===== src/rtl/vpe_var_sweep_ctrl_pkg.sv =====
// Shared types, default sizing and helpers for the VPE variable-sweep sequencer.
package vpe_var_sweep_ctrl_pkg;

  localparam int NV_DEF     = 60;
  localparam int ITER_W_DEF = 16;
  localparam int SETTLE_DEF = 2;
  localparam int IDX_W      = 6;

  typedef enum logic [2:0] {
    ST_IDLE    = 3'd0,
    ST_LOAD    = 3'd1,
    ST_SELECT  = 3'd2,
    ST_UPDATE  = 3'd3,
    ST_CAPTURE = 3'd4,
    ST_CHECK   = 3'd5,
    ST_FIN     = 3'd6
  } state_t;

  // One-hot word-line row select for variable idx.
  function automatic logic [NV_DEF-1:0] onehot_sel(input logic [IDX_W-1:0] idx);
    logic [NV_DEF-1:0] sel;
    sel      = '0;
    sel[idx] = 1'b1;
    return sel;
  endfunction

endpackage


===== src/rtl/vpe_var_reg.sv =====
// Variable assignment register: parallel load, single-bit write-back, bit read mux.
module vpe_var_reg
  import vpe_var_sweep_ctrl_pkg::*;
#(
  parameter int NV = NV_DEF
) (
  input  logic             clk,
  input  logic             rst_n,
  input  logic             load_en,
  input  logic [NV-1:0]    load_val,
  input  logic             wr_en,
  input  logic [IDX_W-1:0] idx,
  input  logic             wr_data,
  output logic [NV-1:0]    v,
  output logic             v_bit
);

  logic [NV-1:0] v_reg;
  logic [NV-1:0] v_next;

  // Each bit either reloads, takes the slave readout when addressed, or holds.
  genvar gi;
  generate
    for (gi = 0; gi < NV; gi++) begin : g_bit
      assign v_next[gi] = load_en ? load_val[gi]
                        : ((wr_en && (idx == IDX_W'(gi))) ? wr_data : v_reg[gi]);
    end
  endgenerate

  // Assignment storage.
  always_ff @(posedge clk or negedge rst_n) begin
    if (!rst_n) v_reg <= '0;
    else        v_reg <= v_next;
  end

  assign v     = v_reg;
  assign v_bit = v_reg[idx];

endmodule


===== src/rtl/vpe_var_sweep_ctrl.sv =====
// Sweeps the variables of the VPE slave array one at a time until SATISFY or budget end.
module vpe_var_sweep_ctrl
  import vpe_var_sweep_ctrl_pkg::*;
#(
  parameter int NV     = NV_DEF,
  parameter int ITER_W = ITER_W_DEF,
  parameter int SETTLE = SETTLE_DEF
) (
  input  logic              CLK,
  input  logic              RESET_N,
  input  logic              START,
  input  logic              ABORT,
  input  logic [NV-1:0]     V_INIT,
  input  logic [IDX_W-1:0]  VAR_NUM,
  input  logic [ITER_W-1:0] MAX_ITER,
  input  logic              VI_READOUT,
  input  logic              SATISFY,
  output logic [NV-1:0]     V,
  output logic [NV-1:0]     WL_SW,
  output logic              WL_SIGN,
  output logic              VUL_EN,
  output logic              V_PRE,
  output logic              VAR_STATE,
  output logic              SRAM_STATE,
  output logic              BUSY,
  output logic              DONE,
  output logic              SOLVED,
  output logic [ITER_W-1:0] ITER_CNT
);

  localparam logic [3:0] SETTLE_LAST = 4'(SETTLE - 1);

  state_t            state_reg, state_next;
  logic [IDX_W-1:0]  idx_reg, idx_next;
  logic [IDX_W-1:0]  last_reg, last_next;
  logic [3:0]        settle_reg, settle_next;
  logic              first_reg, first_next;
  logic [ITER_W-1:0] iter_reg, iter_next;
  logic [ITER_W-1:0] max_reg, max_next;
  logic [ITER_W-1:0] iter_inc;
  logic [NV-1:0]     init_reg, init_next;
  logic              solved_reg, solved_next;
  logic              v_pre_reg, v_pre_next;
  logic              busy_reg, busy_next;
  logic              done_reg, done_next;
  logic              var_state_reg, sram_state_reg;
  logic [IDX_W-1:0]  var_num_last;
  logic [NV_DEF-1:0] row_sel;
  logic              selecting;
  logic              v_bit;
  logic              var_load, var_wr;

  // Out-of-range variable counts fall back to the full array.
  always_comb begin
    if (VAR_NUM == '0 || int'(VAR_NUM) > NV) var_num_last = IDX_W'(NV - 1);
    else                                     var_num_last = VAR_NUM - IDX_W'(1);
  end

  assign iter_inc = (&iter_reg) ? iter_reg : iter_reg + ITER_W'(1);

  // Next-state logic: sequencing, latching and sweep bookkeeping.
  always_comb begin
    state_next  = state_reg;
    idx_next    = idx_reg;
    last_next   = last_reg;
    settle_next = settle_reg;
    first_next  = first_reg;
    iter_next   = iter_reg;
    max_next    = max_reg;
    init_next   = init_reg;
    solved_next = solved_reg;
    v_pre_next  = v_pre_reg;
    if (ABORT && state_reg != ST_IDLE) begin
      state_next  = ST_IDLE;
      solved_next = 1'b0;
    end else begin
      case (state_reg)
        ST_IDLE: begin
          if (START && !ABORT) begin
            state_next  = ST_LOAD;
            init_next   = V_INIT;
            last_next   = var_num_last;
            max_next    = MAX_ITER;
            iter_next   = '0;
            solved_next = 1'b0;
          end
        end
        ST_LOAD: begin
          idx_next    = '0;
          settle_next = '0;
          first_next  = 1'b1;
          state_next  = ST_SELECT;
        end
        ST_SELECT: begin
          if (settle_reg == SETTLE_LAST) begin
            settle_next = '0;
            first_next  = 1'b0;
            if (first_reg && SATISFY) begin
              // Initial assignment already satisfies every clause.
              solved_next = 1'b1;
              state_next  = ST_FIN;
            end else begin
              v_pre_next = v_bit;
              state_next = ST_UPDATE;
            end
          end else begin
            settle_next = settle_reg + 4'd1;
          end
        end
        ST_UPDATE:  state_next = ST_CAPTURE;
        ST_CAPTURE: state_next = ST_CHECK;
        ST_CHECK: begin
          if (SATISFY) begin
            solved_next = 1'b1;
            state_next  = ST_FIN;
          end else if (idx_reg == last_reg) begin
            idx_next   = '0;
            iter_next  = iter_inc;
            state_next = (iter_inc > max_reg) ? ST_FIN : ST_SELECT;
          end else begin
            idx_next   = idx_reg + IDX_W'(1);
            state_next = ST_SELECT;
          end
        end
        ST_FIN:  state_next = ST_IDLE;
        default: state_next = ST_IDLE;
      endcase
    end
  end

  assign busy_next = state_next inside {ST_LOAD, ST_SELECT, ST_UPDATE, ST_CAPTURE, ST_CHECK};
  assign done_next = (state_next == ST_FIN);

  // State and registered status outputs.
  always_ff @(posedge CLK or negedge RESET_N) begin
    if (!RESET_N) begin
      state_reg      <= ST_IDLE;
      idx_reg        <= '0;
      last_reg       <= '0;
      settle_reg     <= '0;
      first_reg      <= 1'b0;
      iter_reg       <= '0;
      max_reg        <= '0;
      init_reg       <= '0;
      solved_reg     <= 1'b0;
      v_pre_reg      <= 1'b0;
      busy_reg       <= 1'b0;
      done_reg       <= 1'b0;
      var_state_reg  <= 1'b0;
      sram_state_reg <= 1'b1;
    end else begin
      state_reg      <= state_next;
      idx_reg        <= idx_next;
      last_reg       <= last_next;
      settle_reg     <= settle_next;
      first_reg      <= first_next;
      iter_reg       <= iter_next;
      max_reg        <= max_next;
      init_reg       <= init_next;
      solved_reg     <= solved_next;
      v_pre_reg      <= v_pre_next;
      busy_reg       <= busy_next;
      done_reg       <= done_next;
      var_state_reg  <= busy_next;
      sram_state_reg <= ~busy_next;
    end
  end

  // An abort in the same cycle must not disturb V.
  assign var_load = (state_reg == ST_LOAD) && !ABORT;
  assign var_wr   = (state_reg == ST_CAPTURE) && !ABORT;

  vpe_var_reg #(.NV(NV)) u_var_reg (
    .clk      (CLK),
    .rst_n    (RESET_N),
    .load_en  (var_load),
    .load_val (init_reg),
    .wr_en    (var_wr),
    .idx      (idx_reg),
    .wr_data  (VI_READOUT),
    .v        (V),
    .v_bit    (v_bit)
  );

  assign selecting  = state_reg inside {ST_SELECT, ST_UPDATE, ST_CAPTURE};
  assign row_sel    = onehot_sel(idx_reg);
  assign WL_SW      = selecting ? NV'(row_sel) : '0;
  assign WL_SIGN    = selecting & v_bit;
  assign VUL_EN     = (state_reg == ST_UPDATE);
  assign V_PRE      = v_pre_reg;
  assign VAR_STATE  = var_state_reg;
  assign SRAM_STATE = sram_state_reg;
  assign BUSY       = busy_reg;
  assign DONE       = done_reg;
  assign SOLVED     = solved_reg;
  assign ITER_CNT   = iter_reg;

endmodule


===== config.mk =====
export PLATFORM = sky130hd
export DESIGN_NAME = vpe_var_sweep_ctrl
export DESIGN_NICKNAME = d
export VERILOG_FILES = /design/src/rtl/vpe_var_sweep_ctrl_pkg.sv /design/src/rtl/vpe_var_reg.sv /design/src/rtl/vpe_var_sweep_ctrl.sv
export SDC_FILE = /design/constraint.sdc
export NUM_CORES = 1
export LEC_CHECK = 0
export ABC_AREA = 1
export ABC_CLOCK_PERIOD_IN_PS = 4000
export BUFFER_PORTS_ARGS = -buffer_cell sky130_fd_sc_hd__buf_2
export CAP_MARGIN = 40
export CELL_PAD_IN_SITES_DETAIL_PLACEMENT = 0
export CELL_PAD_IN_SITES_GLOBAL_PLACEMENT = 1
export CORE_ASPECT_RATIO = 1.1
export CORE_MARGIN = 2
export CORE_UTILIZATION = 40
export DETAILED_ROUTE_END_ITERATION = 8
export GPL_TIMING_DRIVEN = 0
export PLACE_DENSITY = 0.8
export SLEW_MARGIN = 20
export SYNTH_ARGS = -nofsm -noshare
export SYNTH_HDL_FRONTEND = slang
export SYNTH_SLANG_ARGS = --single-unit

===== constraint.sdc =====
create_clock -name CLK -period 4 [get_ports CLK]
set_clock_uncertainty 0.2 [all_clocks]
set_input_delay 0.6 -clock CLK [delete_from_list [all_inputs] [get_ports CLK]]
set_output_delay 0.6 -clock CLK [all_outputs]
set_load 0.01 [all_outputs]

**After elaboration in Yosys (flattened, before gate mapping)**

Cells that the tools add are included.
W data, S select, Z words.

- $add $sub $neg: 4
- $lt $le $gt $ge: 4
- Equality and inequality tests: 80
- Multiplexer cells: 152
- Bitwise gates (word level): 4
- Reduce and logical (&&, ||, !) cells: 146

Operators by type and width:

| cell | count |
|---|---|
| $eq A6 B6 Y1 const B | 28 |
| $mux W1 | 128 |
| $reduce_bool A2 Y1 | 63 |
| $eq A6 B5 Y1 const B | 16 |
| $logic_and A1 B1 Y1 | 66 |
| $mux W16 | 4 |
| $mux W60 | 1 |
| $eq A6 B4 Y1 const B | 8 |
| $pmux W16 S2 | 1 |
| $eq A6 B3 Y1 const B | 4 |
| $mux W3 | 7 |
| $mux W6 | 3 |
| $pmux W3 S6 | 1 |
| $add A16 B1 Y16 const B | 1 |
| $gt A16 B16 Y1 | 1 |
| $reduce_and A16 Y1 | 1 |
| $eq A3 B3 Y1 const B | 5 |
| $eq A3 B2 Y1 const B | 4 |
| $eq A6 B2 Y1 const B | 2 |
| $logic_not A6 Y1 | 2 |
| $ne A3 B3 Y1 const B | 4 |
| $pmux W6 S2 | 1 |
| $reduce_and A5 Y1 | 2 |
| $reduce_and A3 Y1 | 3 |
| 27 further kinds | 34 |

- Register bits: 177
- Bits of input ports: 88
- Word-level logic and storage cells: 463

**Longest topological paths before layout**

- Depth in word-level cells: 11
- Mapped depth: 25
- Gate-level depth less buffers: 25

**By module**

A second synthesis with hierarchy kept.

- Cells, all modules: 1403
- Area, all modules: 10149.7 µm²

Modules (own cells, without submodules):

| module | times used | cells each | area an instance (µm²) | seq. area each (µm²) |
|---|---|---|---|---|
| vpe_var_sweep_ctrl | 1 | 851 | 6399.9 | 2929.1 |
| vpe_var_reg | 1 | 552 | 3749.8 | 1501.4 |

**Worst setup path after synthesis**

OpenSTA, ideal clock, no wires.

- Path kind: flip-flop to flip-flop
- Start: reg iter_reg[0] (netlist: ITER_CNT[0])
- End: reg var_state_reg (netlist: VAR_STATE)
- Library setup time: 115 ps
- Arrival time: 2491 ps
- Path slack: 1194 ps
- Cell stages (with the launch flop): 23
- Buffers on the path: 1
- Cells stage by stage: dfrtp_1 ha_1 nand2_2 nor2_4 nand3_4 nor2_4 nand2_4 nor2_8 inv_2 buf_6 nand2_2 ha_1 a21o_1 nor2_1 nand2_1 nand2_1 nand2_1 nand2_1 nand2_1 nand2_1 nand2_1 nand2_1 inv_1

- Longest elaborated chain between the ends: 10
- Elaborated cells between the ends (all ways): 15
- Classes of those cells: add/sub: 1; order compare: 1; eq/ne: 5; mux: 6; reduce/logical: 2

Ends and longest elaborated chain:

| element | line | source |
|---|---|---|
| start, declared | vpe_var_sweep_ctrl.sv:38 | `logic [ITER_W-1:0] iter_reg, iter_next;` |
| start signal, assigned | vpe_var_sweep_ctrl.sv:157 | `iter_reg <= iter_next;` |
| $add A16 B1 Y16 or $reduce_and A16 Y1 (tied branches) | vpe_var_sweep_ctrl.sv:59 | `assign iter_inc = (&iter_reg) ? iter_reg : iter_reg + ITER_W'(1);` |
| $mux W16 (*) | vpe_var_sweep_ctrl.sv:59 |  |
| $gt A16 B16 Y1 (*) | vpe_var_sweep_ctrl.sv:119 | `state_next = (iter_inc > max_reg) ? ST_FIN : ST_SELECT;` |
| $mux W3 (*) | vpe_var_sweep_ctrl.sv:119 |  |
| $mux W3 (*) | vpe_var_sweep_ctrl.sv:116 | `end else if (idx_reg == last_reg) begin` |
| $mux W3 (*) | vpe_var_sweep_ctrl.sv:113 | `if (SATISFY) begin` |
| $pmux W3 S6 (*) | vpe_var_sweep_ctrl.sv:77 | `case (state_reg)` |
| $mux W3 (*) | vpe_var_sweep_ctrl.sv:73 | `if (ABORT && state_reg != ST_IDLE) begin` |
| $eq A3 B1 Y1 (tied with other cells) | vpe_var_sweep_ctrl.sv:131 | `assign busy_next = state_next inside {ST_LOAD, ST_SELECT, ST_UPDATE, ST_CAPTURE, ST_CHECK};` |
| $reduce_bool A5 Y1 (*) | vpe_var_sweep_ctrl.sv:131 |  |
| named net busy_next | vpe_var_sweep_ctrl.sv:44 | `logic busy_reg, busy_next;` |
| end signal, assigned | vpe_var_sweep_ctrl.sv:164 | `var_state_reg <= busy_next;` |
| end, declared | vpe_var_sweep_ctrl.sv:46 | `logic var_state_reg, sram_state_reg;` |

Mark *: on every way through the listed nets, which the timed path passes. The rest lies on a longest branch.
A chain may end at the register's enable or synchronous reset.

**Final worst setup path**

- Start: reg idx_reg[0]
- End: out WL_SIGN

- Longest elaborated chain between the ends: 3

Ends and longest elaborated chain:

| element | line | source |
|---|---|---|
| start, declared | vpe_var_sweep_ctrl.sv:34 | `logic [IDX_W-1:0] idx_reg, idx_next;` |
| start signal, assigned | vpe_var_sweep_ctrl.sv:153 | `idx_reg <= idx_next;` |
| $bmux W1 S6 | vpe_var_reg.sv:37 | `assign v_bit = v_reg[idx];` |
| $mux W1 (implied by the code) | vpe_var_reg.sv:37 |  |
| $and A1 B1 Y1 | vpe_var_sweep_ctrl.sv:188 | `assign WL_SIGN = selecting & v_bit;` |
| end, declared | vpe_var_sweep_ctrl.sv:20 | `output logic WL_SIGN,` |

Every way passes these cells. The select of a mux whose other input is x is not followed.

==> impl_summary.txt <==
----------------------------------------------------
[Outcome]
  Status ... finished with violations
  Violated checks ... negative hold slack

[Die]
  Starting density of the core ... 40.73%
  Width of the die ... 154.5 um
  Floorplan Core Area ... 24470 um^2
  Die boundary height ... around 170 um
  Area of the die ... about 26000 um^2
  Number of cell rows ... 60
  I/O Pins ... 232

[Place]
  Post-place instance area ... around 12000 um^2
  Placer congestion estimate ... 0.9429
  Port bufs ... 231
  Half-perimeter wire length of the detailed placement result ... 27030 um

[Synth]
  Synthesized area divided by synthesized cell count ... about 7.3 um^2
  Part of the Yosys area used for sequential elements ... 44.45%
  Netlist Area Pre-Place ... 9967 um^2
  Distinct cell type count of the synthesized netlist ... 43
  Total of flip-flops plus latches after synthesis ... 177
  Post-synthesis share of cell area spent on and, or, nand and nor gates ... 30.67%
  Parity-gate share of the synthesized area counting xor and xnor cells ... under 10%
  Library cell with the largest summed area after synthesis ... dfrtp_1
  Top cell type's share of synthesized area ... 44.19%
  Post-synthesis mux area share ... 0%
  Dominant combinational cell family by area after synthesis ... simple AND/OR/NAND/NOR gates
  Fraction of the mapped netlist area in compound gates ... 11.19%
  Area share of fa/ha/maj cells after synthesis ... 3.138%
  Cell types with the largest area share after synthesis ... dfrtp_1 44%, nand2_1 19%, inv_1 5.8%
  Warnings from Yosys ... 0
  Post-Synthesis Cells ... 1363
  Net count after synthesis ... 1476

[Timing]
  Number of setup violations in the final report ... 0
  Final worst path period share ... approximately 84%
  Slew headroom ... 50.39%
  Slew Limit Fails ... 0
  Post-route minimum period ... roughly 3.4 ns
  Post-route setup TNS ... 0 ns
  Worst hold margin ... -0.01778 ns
  Worst Tran Pin Value ... 0.7415 ns
  Unrepaired setup endpoints after global routing ... no
  Maximum clock frequency ... 0.2983 GHz
  Total count of hold-check failures in the final report ... 37

[Clock network]
  Clk Latency, worst-skew pair ... ~0.44 ns
  Clock transition at the registers of the reported paths ... 0.07 ns
  Number of clock buffers inserted by TritonCTS ... 17
  Maximum clock insertion buffer count ... 2
  Number of buffers added for setup after CTS ... 0
  Clock Sinks ... ~180
  CTS resizes ... 0
  Htree depth ... 4
  # hold bufs at CTS ... 0
  Library cell used as clock root buffer ... clkbuf_16
  TritonCTS clock tree ... built

[Finish]
  Fraction of layout instances using a drive strength above 1 ... 20.47%
  Layout area overhead ... 22.42%
  Final standard cell area without fillers ... 12200 um^2
  Number of inserted diodes ... 0
  Most common cell after layout, fill and taps aside ... nand2_1
  NumNets Final ... 1727
  Commonest non-fill, non-tap cells in the layout ... 502 x nand2_1, 263 x buf_2, 176 x dfrtp_1

[Critical path]
  Worst path arrival time ... roughly 2.6 ns
  Critical register-to-register path startpoint ... ITER_CNT[0]$_DFFE_PN0P_
  Depth of the worst register-to-register path ... 21
  Crit path kind ... flip-flop to output pin
  Crit path capture ... WL_SIGN
  Endpoint required time on the critical path ... 3.20 ns
  Setup crit start ... idx_reg[0]$_DFFE_PN0P_
  Register-to-register setup slack ... 0.76 ns
  Startpoint type of the worst setup path ... flip-flop
  Largest fanout on the critical path ... 10
  Destination of the worst register-to-register timing path ... VAR_STATE$_DFF_PN0_
  Critical path capture point type ... output pin

[Global routing]
  Initial antenna violation count ... 0
  Overflow left after global routing ... 0
  Wire length of the first global-routing pass ... 54230 um
  All-layer global routing usage ... 26.91%
  Vias in the first global route ... between 9000 and 10000
  Largest net degree at the start of global routing ... 97

[Power]
  Total power after layout ... between 0.007 and 0.008 W
  Leakage ... 6.746 nW
  PD cells ... 651.1 nW/um^2
  Peak VDD IR ... ~0.3 mV

[Route]
  1st-pass router iterations ... 5
  Post-DR vias/cell ... 5.165
  Vias ... 10000
  Routed wire length ... 34720 um
  DRC Markers ... 0
  Antenna violation net count after detailed routing ... 0
  Number of design-rule violations left by the first detailed-router iteration ... 753
  Detailed-route wire length per cell ... 17.92 um

[Worst hold path]
  Type of the most critical hold path ... input pin to async pin

[Job]
  # Max-Cap Violations ... 0

----------------------------------------------------
metrics by stage:
step	util, %	worst slack (ns)	instances
4_1_cts	49.86	0.6565	1937
3_3_place_gp	47.03	-0.8968	1904
6_report	49.86	0.6474	1937
5_1_grt	49.86	0.4635	1937
3_5_place_dp	47.19	0.7306	1905
2_1_floorplan	-	1.194	1363
cells by family after synthesis:
kind of cell               Yosys count
AOI/OAI and AO/OA                  176
xor gates and xnor gates            19
adders and majority gates           25
buffers and inverters              216
DFF                                177
and+or+nand+nor                    750
power by group:
| group | switching [W] | leakage [nW] | internal [W] | total, W |
|---|---|---|---|---|
| Sequential | 0.000559 | 2.25 | 0.00252 | 0.00308 |
| Combinational | 0.00193 | 4.17 | 0.00103 | 0.00297 |
| Clock | 0.000773 | 0.320 | 0.00112 | 0.00189 |
| Total | 0.00327 | 6.75 | 0.00468 | 0.00794 |
cell type report:
cell class / count / area (um^2)
timing repair buffer: 232 / 1194
inverter: 159 / 604.3
clock inverter: 15 / 227.7
tap: 310 / 387.9
sequential: 177 / 4431
clock buffer: 17 / 425.4
buffer: 57 / 281.5
fill: 2536 / 12270
multi-input combinational: 970 / 4651
critical path: stages (launching register included):
cell     delay [ns]
dfrtp_1        0.40
buf_2          0.20
inv_4          0.14
buf_2          0.28
nand2_1        0.16
nand2_1        0.09
nand2_1        0.05
nand2_1        0.08
nand2_1        0.05
nand2_1        0.08
nand2_1        0.05
nand2_1        0.08
nor2_1         0.05
a21oi_1        0.22
buf_2          0.19
worst min-delay path by stage:
stage	slack, ns	start	to
after floorplan	0.10	RESET_N	DONE$_DFF_PN0_
after global placement	0.27	init_reg[47]$_DFFE_PN0P_	init_reg[47]$_DFFE_PN0P_
after detailed placement	0.27	init_reg[59]$_DFFE_PN0P_	init_reg[59]$_DFFE_PN0P_
after CTS	0.004	RESET_N	settle_reg[0]$_DFFE_PN0P_
after global routing	0.02	RESET_N	settle_reg[0]$_DFFE_PN0P_
final	-0.02	RESET_N	init_reg[18]$_DFFE_PN0P_
layer usage:
metal | track usage [%] | routed length (um)
met5 | 0 | 0
met4 | 8.897 | 988
met3 | 3.524 | 2031
met2 | 46.39 | 16840
met1 | 35.11 | 14860
Yosys cell counts, drive strengths merged:
cell,n
clkinv,1
o22ai,3
dfstp,1
o31ai,3
o21ai,69
a22oi,10
ha,25
nor2,124
a21o,1
buf,39
a32oi,1
nand3,93
a21oi,29
nand2,514
o22a,1
dfrtp,176
inv,158
a31oi,5
xnor2,4
nor3b,1
o211ai,25
xor2,15
nor3,12
or2,1
nand4,5
a21boi,1
clkbuf,18
o221ai,28
(Power assumes the default switching activity.)
